File: config.mk
export PLATFORM = sky130hd
export DESIGN_NAME = fetch_unit
export DESIGN_NICKNAME = d
export VERILOG_FILES = /design/src/rtl/fetch_unit.sv
export SDC_FILE = /design/constraint.sdc
export NUM_CORES = 1
export LEC_CHECK = 0
export ABC_AREA = 1
export CELL_PAD_IN_SITES_DETAIL_PLACEMENT = 1
export CELL_PAD_IN_SITES_GLOBAL_PLACEMENT = 1
export CORE_MARGIN = 2
export CORE_UTILIZATION = 46
export DETAILED_ROUTE_END_ITERATION = 16
export PLACE_DENSITY = 0.91
export SLEW_MARGIN = 20
export SYNTH_ARGS = -nofsm -noshare
export SYNTH_HDL_FRONTEND = slang
export SYNTH_SLANG_ARGS = --single-unit
export TNS_END_PERCENT = 5
File: constraint.sdc
create_clock -name i_clk -period 8.15 [get_ports i_clk]
set_input_delay 1.63 -clock i_clk [delete_from_list [all_inputs] [get_ports i_clk]]
set_output_delay 1.63 -clock i_clk [all_outputs]
set_load 0.05 [all_outputs]
File: src/rtl/fetch_unit.sv
// Instruction fetch unit: issues word reads, tracks them in a tag pipeline and
// buffers returned instructions in a FIFO. Optional macro: FETCH_UNIT_MISALIGN_EN.
module fetch_unit #(
  parameter int unsigned      PC_W     = 64,
  parameter int unsigned      ADDR_W   = 14,
  parameter int unsigned      INSN_W   = 32,
  parameter int unsigned      DEPTH    = 4,
  parameter int unsigned      MEM_LAT  = 1,
  parameter logic [PC_W-1:0]  RESET_PC = '0
) (
  input  logic              i_clk,
  input  logic              i_rst,
  output logic              o_mem_read,
  output logic [ADDR_W-1:0] o_mem_addr,
  input  logic [INSN_W-1:0] i_mem_data,
  output logic              o_valid,
  output logic [INSN_W-1:0] o_insn,
  output logic [PC_W-1:0]   o_pc,
  input  logic              i_ready,
  input  logic              i_redirect,
  input  logic [PC_W-1:0]   i_redirect_pc,
  output logic              o_fault
);

  localparam int unsigned PTR_W = (DEPTH > 1) ? $clog2(DEPTH) : 1;
  localparam int unsigned CNT_W = PTR_W + 1;
  localparam int unsigned OUT_W = $clog2(DEPTH + MEM_LAT + 1) + 1;

  logic [PC_W-1:0]   pc;
  logic [MEM_LAT:0]  tag_v;
  logic [PC_W-1:0]   tag_pc [MEM_LAT+1];
  logic [INSN_W-1:0] q_insn [DEPTH];
  logic [PC_W-1:0]   q_pc   [DEPTH];
  logic [PTR_W-1:0]  head;
  logic [PTR_W-1:0]  tail;
  logic [CNT_W-1:0]  count;

  logic              misaligned;
  logic [PC_W-1:0]   redirect_pc;

`ifdef FETCH_UNIT_MISALIGN_EN
  assign redirect_pc = i_redirect_pc;
  assign misaligned  = |i_redirect_pc[1:0];
`else
  assign redirect_pc = i_redirect_pc & ~PC_W'(3);
  assign misaligned  = 1'b0;
`endif

  logic              enq;
  logic              deq;
  logic [CNT_W-1:0]  count_rem;
  logic [CNT_W-1:0]  count_nxt;
  logic [PTR_W-1:0]  head_nxt;
  logic [OUT_W-1:0]  pending;
  logic [PC_W-1:0]   pc_src;
  logic              fault_nxt;
  logic              issue_nxt;
  logic              head_ok;
  logic [INSN_W-1:0] head_insn;
  logic [PC_W-1:0]   head_pc;

  // Space is reserved at issue: queued entries plus requests that will still
  // be outstanding after this edge must leave room for the new request.
  always_comb begin
    enq       = tag_v[MEM_LAT];
    deq       = o_valid & i_ready;
    count_rem = count - CNT_W'(deq);
    head_nxt  = head + PTR_W'(deq);
    count_nxt = count_rem + CNT_W'(enq);
    pending   = '0;
    for (int i = 0; i < MEM_LAT; i++) begin
      pending = pending + OUT_W'(tag_v[i]);
    end
    pc_src    = pc;
    fault_nxt = o_fault;
    if (i_redirect) begin
      count_nxt = '0;
      pending   = '0;
      pc_src    = redirect_pc;
      fault_nxt = misaligned;
    end
    issue_nxt = !fault_nxt && ((OUT_W'(count_nxt) + pending) < OUT_W'(DEPTH));

    // The registered head is the entry that will sit at the FIFO front after
    // this edge, which may be the word arriving right now into an empty queue.
    if (count_rem == '0) begin
      head_ok   = enq;
      head_insn = i_mem_data;
      head_pc   = tag_pc[MEM_LAT];
    end else begin
      head_ok   = 1'b1;
      head_insn = q_insn[head_nxt];
      head_pc   = q_pc[head_nxt];
    end
    if (i_redirect) begin
      head_ok = 1'b0;
    end
  end

  always_ff @(posedge i_clk) begin
    if (i_rst) begin
      pc         <= RESET_PC;
      tag_v      <= '0;
      head       <= '0;
      tail       <= '0;
      count      <= '0;
      o_mem_read <= 1'b0;
      o_mem_addr <= '0;
      o_valid    <= 1'b0;
      o_insn     <= '0;
      o_pc       <= '0;
      o_fault    <= 1'b0;
    end else begin
      pc        <= issue_nxt ? pc_src + PC_W'(4) : pc_src;
      tag_v[0]  <= issue_nxt;
      tag_pc[0] <= pc_src;
      // A redirect kills every outstanding request; its data is simply dropped.
      for (int i = 1; i <= MEM_LAT; i++) begin
        tag_v[i]  <= tag_v[i-1] & ~i_redirect;
        tag_pc[i] <= tag_pc[i-1];
      end
      if (i_redirect) begin
        head  <= '0;
        tail  <= '0;
        count <= '0;
      end else begin
        if (enq) begin
          q_insn[tail] <= i_mem_data;
          q_pc[tail]   <= tag_pc[MEM_LAT];
          tail         <= tail + PTR_W'(1);
        end
        head  <= head_nxt;
        count <= count_nxt;
      end
      o_mem_read <= issue_nxt;
      if (issue_nxt) begin
        o_mem_addr <= pc_src[ADDR_W+1:2];
      end
      o_valid <= head_ok;
      if (head_ok) begin
        o_insn <= head_insn;
        o_pc   <= head_pc;
      end
      o_fault <= fault_nxt;
    end
  end

endmodule
==> results of run 1 <==
sequential cells by signal (all words and copies together), names as in the netlist:
name / flops
o_pc: 64
count: 3
q_insn: 128
o_mem_addr: 14
head: 2
q_pc: 256
tag_pc: 128
tag_v: 2
o_insn: 32
tail: 2
o_fault: 1
pc: 64
o_valid: 1
where the power goes:
group          total [mW]  switching [mW]  internal, mW
Clock                3.24            1.40          1.85
Combinational       0.859           0.602         0.257
Sequential           4.04          0.0942          3.94
placed cells by master, fill, tap and decap left out, drive strengths merged:
cell type / Yosys / layout
a21oi: 146 / 146
nor3b: 2 / 2
a22oi: 95 / 95
nand2: 795 / 795
dfxtp: 185 / 185
nor2: 202 / 202
nand3b: 1 / 1
and2: 1 / 1
clkdlybuf4s50: 0 / 209
nor4: 1 / 1
ha: 10 / 10
edfxtp: 512 / 512
buf: 31 / 22
inv: 146 / 148
o21ai: 171 / 171
xnor2: 1 / 1
clkbuf: 115 / 100
nand3: 144 / 144
clkinvlp: 0 / 4
nor3: 14 / 14
o21a: 1 / 1
o21bai: 4 / 4
clkinv: 0 / 23
nand4: 11 / 11
or2: 1 / 1
a31oi: 99 / 99
bufinv: 0 / 3
worst reg2reg max path: cells and delay by family, from the launching register on:
kind | cells | cell delay (ns)
simple gates | 4 | 0.59
compound gates | 3 | 0.58
fa+ha+maj | 2 | 0.45
buf+inv | 4 | 1.91
flops | 1 | 0.32
Yosys cell counts (all sizes together):
cell / count / area share [%]
nor4: 1 / 0.022
dfxtp: 185 / 13
edfxtp: 512 / 54
ha: 10 / 0.44
o21a: 1 / 0.027
or2: 1 / 0.022
nand3b: 1 / 0.027
nor3b: 2 / 0.053
a22oi: 95 / 2.5
xnor2: 1 / 0.031
and2: 1 / 0.022
a31oi: 99 / 2.2
o21bai: 4 / 0.11
nor3: 14 / 0.27
nor2: 202 / 3.1
nand2: 795 / 11
buf: 31 / 0.80
nand4: 11 / 0.24
inv: 146 / 1.9
o21ai: 171 / 3.3
a21oi: 146 / 2.6
clkbuf: 115 / 1.5
nand3: 144 / 2.6
layer usage:
metal / vias to the layer above / wire (um) / share of wire (%) / GRT usage, %
li1: 9631 / - / - / -
met1: 10700 / 33800 / 39 / 32.6
met2: 885 / 44100 / 51 / 47.7
met3: 217 / 5420 / 6.2 / 3.85
met4: 0 / 3610 / 4.2 / 12.6
met5: - / 0 / 0 / 0
path summary, 6_finish.rpt:
check | start | end | slack (ns) | depth (start not counted)
max reg2reg | o_valid | o_pc[55] | 4.13 | 13
max | i_ready | o_pc[55] | 3.00 | 14
min | tag_pc[0][10] | tag_pc[0][74] | 0.40 | 0
min reg2reg | tag_pc[0][10] | tag_pc[0][74] | 0.40 | 0
area by class of cell:
type,count,area (sq um),share of cell area (%)
Sequential cell,697,19100,57.4
Clock inverter,32,258,0.775
Timing Repair Buffer,231,2280,6.86
Inverter,146,572,1.72
Clock buffer,100,2030,6.11
Tap cell,782,978,2.94
Multi-Input combinational cell,1699,8060,24.2
per-stage QoR:
| stage | std cells | util, % | cell area (sq um) | setup slack, ns |
|---|---|---|---|---|
| floorplan | 2688 | - | 28300 | 1.23 |
| global placement | 3555 | 51.1 | 31000 | 2.71 |
| detailed placement | 3555 | 51.1 | 31000 | 2.52 |
| CTS | 3687 | 54.9 | 33300 | 3.06 |
| global route | 3687 | 54.9 | 33300 | 2.79 |
| finish | 3687 | 54.9 | 33300 | 3.00 |
cell families (layout without fill, tap and decap cells):
kind of cell	count (synthesis)	count (layout)
simple gates	1172	1172
flops	697	697
compound gates	516	516
buf+inv	292	509
fa+ha+maj	10	10
xor+xnor	1	1
==> summary.md, run 1 <==
| Metric | Value |
|---|---|
| Worst vdd rail ir drop | `0.000139 V` |
| Mux share of post-synthesis cell area | `0%` |
| Number of buffers and inverters on the critical path | `5` |
| Clock H-tree levels | `3` |
| Setup-failing EPs final | `0` |
| Share of synthesized area occupied by flip-flops and latches | `between 60% and 70%` |
| Final GP Congestion | `0.890` |
| Average instance area after synthesis | `approximately 11 sq um` |
| Cell area after synthesis | `between 0.02 and 0.03 sq mm` |
| Number of buffers inserted during clock tree synthesis | `71` |
| Width of the chip | `roughly 250 um` |
| Quantity of I/O buffers inserted on ports | `210` |
| Post-synthesis compound-gate area fraction | `10.7%` |
| Combinational family with the most area after synthesis | `simple AND/OR/NAND/NOR gates` |
| Post-synthesis adder-cell area fraction | `0.442%` |
| Leakage power of the design | `11.9 nW` |
| Tightest Hold Check Type | `register to register` |
| Aggregate global-route resource usage | `between 20% and 30%` |
| Maximum clock frequency | `194 MHz` |
| Xor-xnor portion of the synthesized cell area | `0.0310%` |
| Synth Area in Simple Gates | `~17%` |
| Nets | `2956` |
| Vias in the first global route | `22800` |
| Die Footprint | `~0.064 sq mm` |
| Element type at the critical path end | `register` |
| Cell mode on critical path | `sky130_fd_sc_hd__nand2_1` |
| CTS hold repair buffers | `0` |
| Pin count of the biggest net entering global routing | `between 100 and 150` |
| Total inserted antenna cells | `0` |
| Post-DP HPWL | `51.4 mm` |
| Data arrival time of the critical path | `about 5.6 ns` |
| Area of the placeable core | `roughly 0.06 sq mm` |
| Setup fix buffers added after clock tree synthesis | `0` |
| Vertical die dimension | `approximately 250 um` |
| Filler cell count | `between 6000 and 7000` |
| Post-detailed-route DRC marker count | `0` |
| Areal power density over the cells | `between 200 and 250 mW/mm^2` |
| Library cells used by synthesis | `37` |
| Max incr delay on CP | `0.85 ns` |
| Post-Syn Nets | `about 2800` |
| Routed length per instance | `between 20 and 25 um` |
| Max-cap violations | `0` |
| Global-route wire length before repair | `between 100 and 150 mm` |
| Worst Clk Skew | `around 0.027 ns` |
| Detailed-route wire length | `a little under 90 mm` |
| Max_slew headroom | `~25%` |
| Power Total | `about 8 mW` |
| Crit path max-delay cell type | `sky130_fd_sc_hd__inv_6` |
| Final clock period utilization by the worst path | `~63%` |
| Buffer levels on the longest clock path | `3` |
| Drt pass-1 iters | `5` |
| Run status | `completed` |
| Vias after detailed routing | `around 21000` |
| Worst Path Class, Setup | `primary input to register` |
| Post-synthesis instance total | `approximately 2700` |
| Avg Vias per Cell | `5.82` |
| Critical path data required time | `approximately 8.6 ns` |
| Peak fanout along the critical path | `129` |
| Number of antenna violations at the first check in global routing | `0` |
| CTS resizes | `0` |
| TritonCTS clock tree | `done` |
| Clock-pin slew on the worst setup and hold paths | `0.06 ns` |
| Setup Total Neg Slack | `0 ns` |
| Slew at the pin closest to its max-slew limit | `1.12 ns` |
| Layout cell share with drive strength beyond 1 | `under 10%` |
| Crit-path leading delay family | `buffers and inverters` |
| Number of flip-flops and latches in the synthesized netlist | `about 700` |
| Top-Level Pins | `about 210` |
| Initial Utilization | `around 47%` |
| Clock Sink Count | `697` |
| Category of the worst setup path launch point | `primary input` |
| Final min period | `5.15 ns` |
| Final hold vios | `0` |
| Hold WS | `about 0.40 ns` |
| Clock insertion delay at the later pin of the skew report | `~0.62 ns` |
| Total congestion overflow after global routing | `0` |
| Floorplan row count | `90` |
| Cell-by-cell listing of the critical path | `clkdlybuf4s50_1, nand2_1, inv_1, ha_1, ha_1, inv_1, nand2_1, nand2_1, nand3_1, inv_6, buf_4, a31oi_1, a22oi_1, a21oi_1` |
| Yosys warnings | `0` |
| Buffer cell driving the clock tree root | `sky130_fd_sc_hd__clkbuf_16` |
| Drt first-iter violations | `about 1700` |
| Layout-stage area growth over the synthesis result | `17.5%` |
| RSZ-0062 raised after global routing | `no` |
| Detail Route Antenna Nets | `0` |
| Max Slew Vio Count | `0` |
Power figures use the tool's default switching activity.
==> run 2: changes to the inputs <==
==> constraint.sdc (replaced) <==
create_clock -name i_clk -period 5 [get_ports i_clk]
set_input_delay 1 -clock i_clk [delete_from_list [all_inputs] [get_ports i_clk]]
set_output_delay 1 -clock i_clk [all_outputs]
set_load 0.05 [all_outputs]
==> summary.md, run 2 (same netlist as run 1, synthesis figures left out) <==
| Metric | Value |
|---|---|
| Run status | `completed` |
| Maximum clock frequency | `257 MHz` |
| Slew at the pin closest to its max-slew limit | `1.09 ns (-0.0320 ns)` |
| Clock H-tree levels | `3 (unchanged)` |
| Setup crit end | `o_pc[10]` |
| Setup fix buffers added after clock tree synthesis | `0 (unchanged)` |
| Most used cells in the layout excluding fill and tap cells | `sky130_fd_sc_hd__nand2_1, sky130_fd_sc_hd__edfxtp_1, sky130_fd_sc_hd__clkdlybuf4s50_1` |
| Total congestion overflow after global routing | `0 (unchanged)` |
| Power Total | `13.6 mW (+67%)` |
| Layout cell share with drive strength beyond 1 | `8.16% (+0.49 points)` |
| Area of the placeable core | `0.0606 sq mm (unchanged)` |
| Max-cap violations | `0 (unchanged)` |
| Vertical die dimension | `252 um (unchanged)` |
| Number of flip-flops under the largest register name | `256 (unchanged)` |
| Detail Route Antenna Nets | `0 (unchanged)` |
| Final clock period utilization by the worst path | `between 70% and 80%` |
| Category of the worst setup path launch point | `primary input` |
| Setup-failing EPs final | `0 (unchanged)` |
| Registers with the most flip-flops | `q_pc: 256 flops, q_insn: 128 flops, tag_pc: 128 flops` |
| Total inserted antenna cells | `0 (unchanged)` |
| Final min period | `approximately 4 ns` |
| Clock insertion delay at the later pin of the skew report | `0.61 ns (about the same)` |
| Vias in the first global route | `22800 (+0.22%)` |
| Worst Setup Slack post-DPL | `0.712 ns (-1.81 ns)` |
| Nets | `2967 (+0.37%)` |
| Die Footprint | `0.0635 sq mm (unchanged)` |
| Critical path data required time | `5.47 ns (-3.12 ns)` |
| Register-to-register path setup slack | `1.57 ns (-2.56 ns)` |
| Switching part of the total | `25.6% (-0.12 points)` |
| Leakage power of the design | `12.0 nW (+1.5%)` |
| Number of cells on the worst reg-to-reg path | `13 (unchanged)` |
| Width of the chip | `252 um (unchanged)` |
| Layout-stage area growth over the synthesis result | `19.0%` |
| Vias after detailed routing | `21500 (+0.061%)` |
| Worst Path Class, Setup | `primary input to register` |
| TritonCTS clock tree | `done` |
| Floorplan row count | `90 (unchanged)` |
| Clock-pin slew on the worst setup and hold paths | `0.07 ns (about the same)` |
| Sequential group share of total power | `48.5% (-1.1 points)` |
| Areal power density over the cells | `403 mW/mm^2 (+65%)` |
| Setup Total Neg Slack | `0 ns (unchanged)` |
| Avg Vias per Cell | `5.80 (-0.24%)` |
| Drt pass-1 iters | `5 (unchanged)` |
| Aggregate global-route resource usage | `27.4% (+0.42 points)` |
| Critical path launch point | `i_ready` |
| Leading cell type in the layout, fill and taps excluded | `sky130_fd_sc_hd__nand2_1` |
| Post-DP HPWL | `53.1 mm (+3.1%)` |
| Pin count of the biggest net entering global routing | `193 (+30%)` |
| Global-route wire length before repair | `134 mm (+1.7%)` |
| Worst Clk Skew | `0.0165 ns (-0.0107 ns)` |
| Filler cell count | `6410 (+0.38%)` |
| Tightest Hold Check Type | `register to register` |
| Max Slew Vio Count | `0 (unchanged)` |
| Number of antenna violations at the first check in global routing | `1 (+1)` |
| Endpoint of the lowest-slack register-to-register path | `o_pc[10]` |
| Hold WS | `0.419 ns (+0.0168 ns)` |
| Top-Level Pins | `213 (unchanged)` |
| CTS hold repair buffers | `0 (unchanged)` |
| Clock Sink Count | `697 (unchanged)` |
| Internal Power | `10.1 mW (+67%)` |
| Largest reg by FF count | `q_pc` |
| Sw Pwr | `3.47 mW (+66%)` |
| Startpoint of the lowest-slack register-to-register path | `o_valid` |
| Element type at the critical path end | `register` |
| Routed length per instance | `23.7 um (+0.79%)` |
| Number of buffers inserted during clock tree synthesis | `72 (+1.4%)` |
| Post-detailed-route DRC marker count | `0 (unchanged)` |
| Least setup slack across all paths after layout | `1.10 ns (-1.90 ns)` |
| Final GP Congestion | `0.876 (-1.5%)` |
| Max_slew headroom | `27.5% (+2.1 points)` |
| Final hold vios | `0 (unchanged)` |
| Peak fanout along the critical path | `84 (-35%)` |
| Buffer cell driving the clock tree root | `sky130_fd_sc_hd__clkbuf_16` |
| Drt first-iter violations | `2030 (+22%)` |
| Detailed-route wire length | `87.8 mm (+1.1%)` |
| Quantity of I/O buffers inserted on ports | `210 (unchanged)` |
| Data arrival time of the critical path | `4.37 ns (-1.22 ns)` |
| Part of the total power dissipated in combinational logic | `10.6% (about the same)` |
| Number of cells after detailed placement | `3565 (+0.28%)` |
| Cell depth of the worst min-delay path | `0 (unchanged)` |
| Clk pwr share | `40.9% (+1.1 points)` |
| Initial Utilization | `46.7% (unchanged)` |
| RSZ-0062 raised after global routing | `no` |
| Count of placed standard cells in the final layout, fillers left out | `3698 (+0.30%)` |
| CTS resizes | `0 (unchanged)` |
| Buffer levels on the longest clock path | `3 (unchanged)` |
| Worst vdd rail ir drop | `0.000209 V (+50%)` |
## run 2: per-stage QoR
stage                     area [sq um]  utilization [%]
final                            33700             55.6
after global placement           31300             51.6
after detailed placement         31300             51.6
after floorplan                  28300                -
after CTS                        33700             55.6
after global routing             33700             55.6
## run 2: how the worst min path moves through the flow
stage,from,end,slack (ns)
detailed placement,tag_pc[0][51],tag_pc[0][115],0.41
global placement,tag_pc[0][47],tag_pc[0][111],0.40
finish,tag_pc[0][32],tag_pc[0][96],0.42
floorplan,tag_pc[0][36],tag_pc[0][100],0.40
CTS,tag_pc[0][32],tag_pc[0][96],0.42
global route,tag_pc[0][8],tag_pc[0][72],0.42
## run 2: power groups by stage
stage          clock network (mW)  registers (mW)  logic [mW]
4_1_cts                      5.60            6.57        1.44
3_5_place_dp                    0            6.68        1.41
3_3_place_gp                    0            6.66        1.34
2_1_floorplan                   0            6.93       0.580
5_1_grt                      5.80            6.59        1.53
6_report                     5.55            6.57        1.44
## run 2: worst max-delay path, stage by stage
cell	delay [ns]
sky130_fd_sc_hd__clkdlybuf4s50_1	0.40
sky130_fd_sc_hd__nand2_1	0.06
sky130_fd_sc_hd__inv_1	0.08
sky130_fd_sc_hd__ha_1	0.21
sky130_fd_sc_hd__ha_1	0.22
sky130_fd_sc_hd__inv_1	0.11
sky130_fd_sc_hd__nand2_1	0.10
sky130_fd_sc_hd__nand2_1	0.07
sky130_fd_sc_hd__nand3_1	0.32
sky130_fd_sc_hd__o21ai_0	0.59
sky130_fd_sc_hd__inv_6	0.32
sky130_fd_sc_hd__buf_4	0.39
sky130_fd_sc_hd__o21ai_0	0.30
sky130_fd_sc_hd__a21oi_1	0.11
## run 2: final cells by class
class                           instances  area (sq um)  share of cell area (%)
Sequential cell                       697         19100                    56.6
Multi-Input combinational cell       1699          8060                    23.9
Timing Repair Buffer                  241          2580                    7.67
Clock buffer                           99          2080                    6.17
Tap cell                              782           978                    2.90
Inverter                              146           572                    1.70
Clock inverter                         34           333                   0.988
## run 2: routing by layer
metal / share of wire [%] / track usage, % / vias to the layer above
li1: - / - / 9659
met1: 40 / 34.1 / 10700
met2: 50 / 47.9 / 852
met3: 5.9 / 3.70 / 211
met4: 3.8 / 11.8 / 2
met5: 0.014 / 0 / -
==> run 3: changes to the inputs <==
==> constraint.sdc (replaced) <==
create_clock -name i_clk -period 3.8 [get_ports i_clk]
set_input_delay 0.76 -clock i_clk [delete_from_list [all_inputs] [get_ports i_clk]]
set_output_delay 0.76 -clock i_clk [all_outputs]
set_load 0.05 [all_outputs]
==> summary.md, run 3 (same netlist as run 1, synthesis figures left out) <==
| Metric | Value |
|---|---|
| Run status | `completed` |
| TritonCTS clock tree | `done` |
| Most used cells in the layout excluding fill and tap cells | `sky130_fd_sc_hd__nand2_1, sky130_fd_sc_hd__edfxtp_1, sky130_fd_sc_hd__clkdlybuf4s50_1` |
| Die Footprint | `0.0635 sq mm (unchanged)` |
| Setup fix buffers added after clock tree synthesis | `0 (unchanged)` |
| Util after Layout | `56.2% (+0.62 points)` |
| Detailed-route wire length | `89.0 mm (+1.4%)` |
| Max incr delay on CP | `0.41 ns (-0.18 ns)` |
| Post-DP HPWL | `55.7 mm (+4.9%)` |
| Setup crit end | `pc[35]` |
| Width of the chip | `252 um (unchanged)` |
| CTS hold repair buffers | `0 (unchanged)` |
| Peak fanout along the critical path | `6 (-93%)` |
| Hold WS | `0.395 ns (-0.0230 ns)` |
| Count of placed standard cells in the final layout, fillers left out | `3728 (+0.81%)` |
| Vias after detailed routing | `21700 (+0.91%)` |
| Largest reg by FF count | `q_pc` |
| Vertical die dimension | `252 um (unchanged)` |
| Area of the placeable core | `0.0606 sq mm (unchanged)` |
| Cell-by-cell listing of the critical path | `clkdlybuf4s50_1, nand2_1, inv_1, ha_1, ha_1, inv_1, ha_1, nand2_1, nor2_1, a21oi_2, nand2_2, inv_1, nand2_1, nor2_2, nand2_1, nand2_1, nand2_1, nor2_1` |
| Avg Vias per Cell | `5.81 (about the same)` |
| Slew at the pin closest to its max-slew limit | `0.780 ns (-0.308 ns)` |
| Floorplan row count | `90 (unchanged)` |
| Final min period | `3.29 ns` |
| Nets | `2996 (+0.98%)` |
| RSZ-0062 raised after global routing | `no` |
| Detail Route Antenna Nets | `0 (unchanged)` |
| Final hold vios | `0 (unchanged)` |
| Number of cells after detailed placement | `3593 (+0.79%)` |
| Max-cap violations | `0 (unchanged)` |
| Startpoint of the lowest-slack register-to-register path | `o_valid` |
| Register-to-register path setup slack | `0.78 ns (-0.79 ns)` |
| Post-detailed-route DRC marker count | `0 (unchanged)` |
| Category of the worst setup path launch point | `primary input` |
| Total inserted antenna cells | `0 (unchanged)` |
| Critical path launch point | `i_ready` |
| Data arrival time of the critical path | `3.81 ns (-0.56 ns)` |
| Vias in the first global route | `22700 (-0.41%)` |
| Number of cells on the worst reg-to-reg path | `17 (+4)` |
| Worst vdd rail ir drop | `0.000298 V (+43%)` |
| Drt first-iter violations | `1726 (-15%)` |
| Aggregate global-route resource usage | `27.8% (+0.35 points)` |
| Grt met2 use | `48.9% (+0.93 points)` |
| Routed length per instance | `23.9 um (+0.54%)` |
| Endpoint of the lowest-slack register-to-register path | `pc[35]` |
| Number of buffers inserted during clock tree synthesis | `73 (+1.4%)` |
| Number of antenna violations at the first check in global routing | `0 (-1)` |
| Met1 global-route usage | `33.8% (-0.25 points)` |
| Final clock period utilization by the worst path | `around 86%` |
| Clock H-tree levels | `3 (unchanged)` |
| Cell depth of the worst min-delay path | `0 (unchanged)` |
| Worst Clk Skew | `0.0315 ns (+0.0150 ns)` |
| Most crowded layer after global routing | `met2` |
| Max Slew Vio Count | `0 (unchanged)` |
| Setup-failing EPs final | `0 (unchanged)` |
| Initial Utilization | `46.7% (unchanged)` |
| Final GP Congestion | `0.932 (+6.4%)` |
| Element type at the critical path end | `register` |
| Total congestion overflow after global routing | `0 (unchanged)` |
| Clock-pin slew on the worst setup and hold paths | `0.06 ns (about the same)` |
| Drt pass-1 iters | `5 (unchanged)` |
| Pin count of the biggest net entering global routing | `125 (-35%)` |
| Layout-stage area growth over the synthesis result | `20.4%` |
| Met3 track demand over resource in global routing | `3.62% (-0.083 points)` |
| Top-Level Pins | `213 (unchanged)` |
| Tightest Hold Check Type | `register to register` |
| Crit path max-delay cell type | `sky130_fd_sc_hd__clkdlybuf4s50_1` |
| CTS resizes | `0 (unchanged)` |
| Registers with the most flip-flops | `q_pc: 256 flops, q_insn: 128 flops, tag_pc: 128 flops` |
| Quantity of I/O buffers inserted on ports | `210 (unchanged)` |
| Max_slew headroom | `47.9% (+20 points)` |
| Cell mode on critical path | `sky130_fd_sc_hd__nand2_1` |
| Global-route wire length before repair | `135 mm (+0.92%)` |
| Clock insertion delay at the later pin of the skew report | `0.61 ns (about the same)` |
| Leakage power of the design | `12.2 nW (+1.7%)` |
| Buffer levels on the longest clock path | `3 (unchanged)` |
| Leading cell type in the layout, fill and taps excluded | `sky130_fd_sc_hd__nand2_1` |
| Areal power density over the cells | `529 mW/mm^2 (+31%)` |
| Buffer cell driving the clock tree root | `sky130_fd_sc_hd__clkbuf_16` |
| Critical path data required time | `4.32 ns (-1.15 ns)` |
| Number of flip-flops under the largest register name | `256 (unchanged)` |
| Layout cell share with drive strength beyond 1 | `9.06% (+0.90 points)` |
| Worst Path Class, Setup | `primary input to register` |
| Maximum clock frequency | `between 300 and 400 MHz` |
| Clock Sink Count | `697 (unchanged)` |
| Filler cell count | `6416 (+0.094%)` |
## run 3: per-layer routing
layer | up-vias | routed length [um]
met2 | 915 | 45200
met1 | 10800 | 34500
met3 | 227 | 5300
li1 | 9707 | -
met4 | 0 | 4040
met5 | - | 0
## run 3: through the flow
stage	cell area [sq um]	TNS [ns]	power, mW	setup slack, ns
after floorplan	28300	-262.62	9.88	-0.684
after global placement	31600	0	10.6	0.204
after detailed placement	31600	0	10.7	0.130
after CTS	34100	0	18.1	0.578
after global routing	34100	0	18.5	0.352
final	34100	0	18.0	0.514
## run 3: worst min-delay path by stage
| stage | start | endpoint | slack (ns) |
|---|---|---|---|
| finish | tag_pc[0][10] | tag_pc[0][74] | 0.40 |
| global route | tag_pc[0][10] | tag_pc[0][74] | 0.40 |
| CTS | tag_pc[0][10] | tag_pc[0][74] | 0.40 |
| detailed placement | tag_pc[0][8] | tag_pc[0][72] | 0.41 |
| global placement | tag_pc[0][0] | tag_pc[0][64] | 0.40 |
| floorplan | tag_pc[0][36] | tag_pc[0][100] | 0.40 |
## run 3: final cells by class
| type | instances | area (sq um) | share of cell area, % |
|---|---|---|---|
| timing repair buffer | 269 | 2880 | 8.46 |
| inverter | 146 | 572 | 1.68 |
| sequential | 697 | 19100 | 56.0 |
| clock buffer | 105 | 2140 | 6.30 |
| tap | 782 | 978 | 2.87 |
| multi-input combinational | 1699 | 8060 | 23.7 |
| clock inverter | 30 | 344 | 1.01 |
## run 3: report_power, final
group | internal [mW] | switching [mW]
clock network | 4.42 | 3.01
logic | 0.602 | 1.35
registers | 8.46 | 0.189
## run 3: critical path, delay by kind of cell
kind            cells  cell delay [ns]
compound gates      1             0.16
fa+ha+maj           3             0.79
buf+inv             4             0.79
simple gates       10             1.31
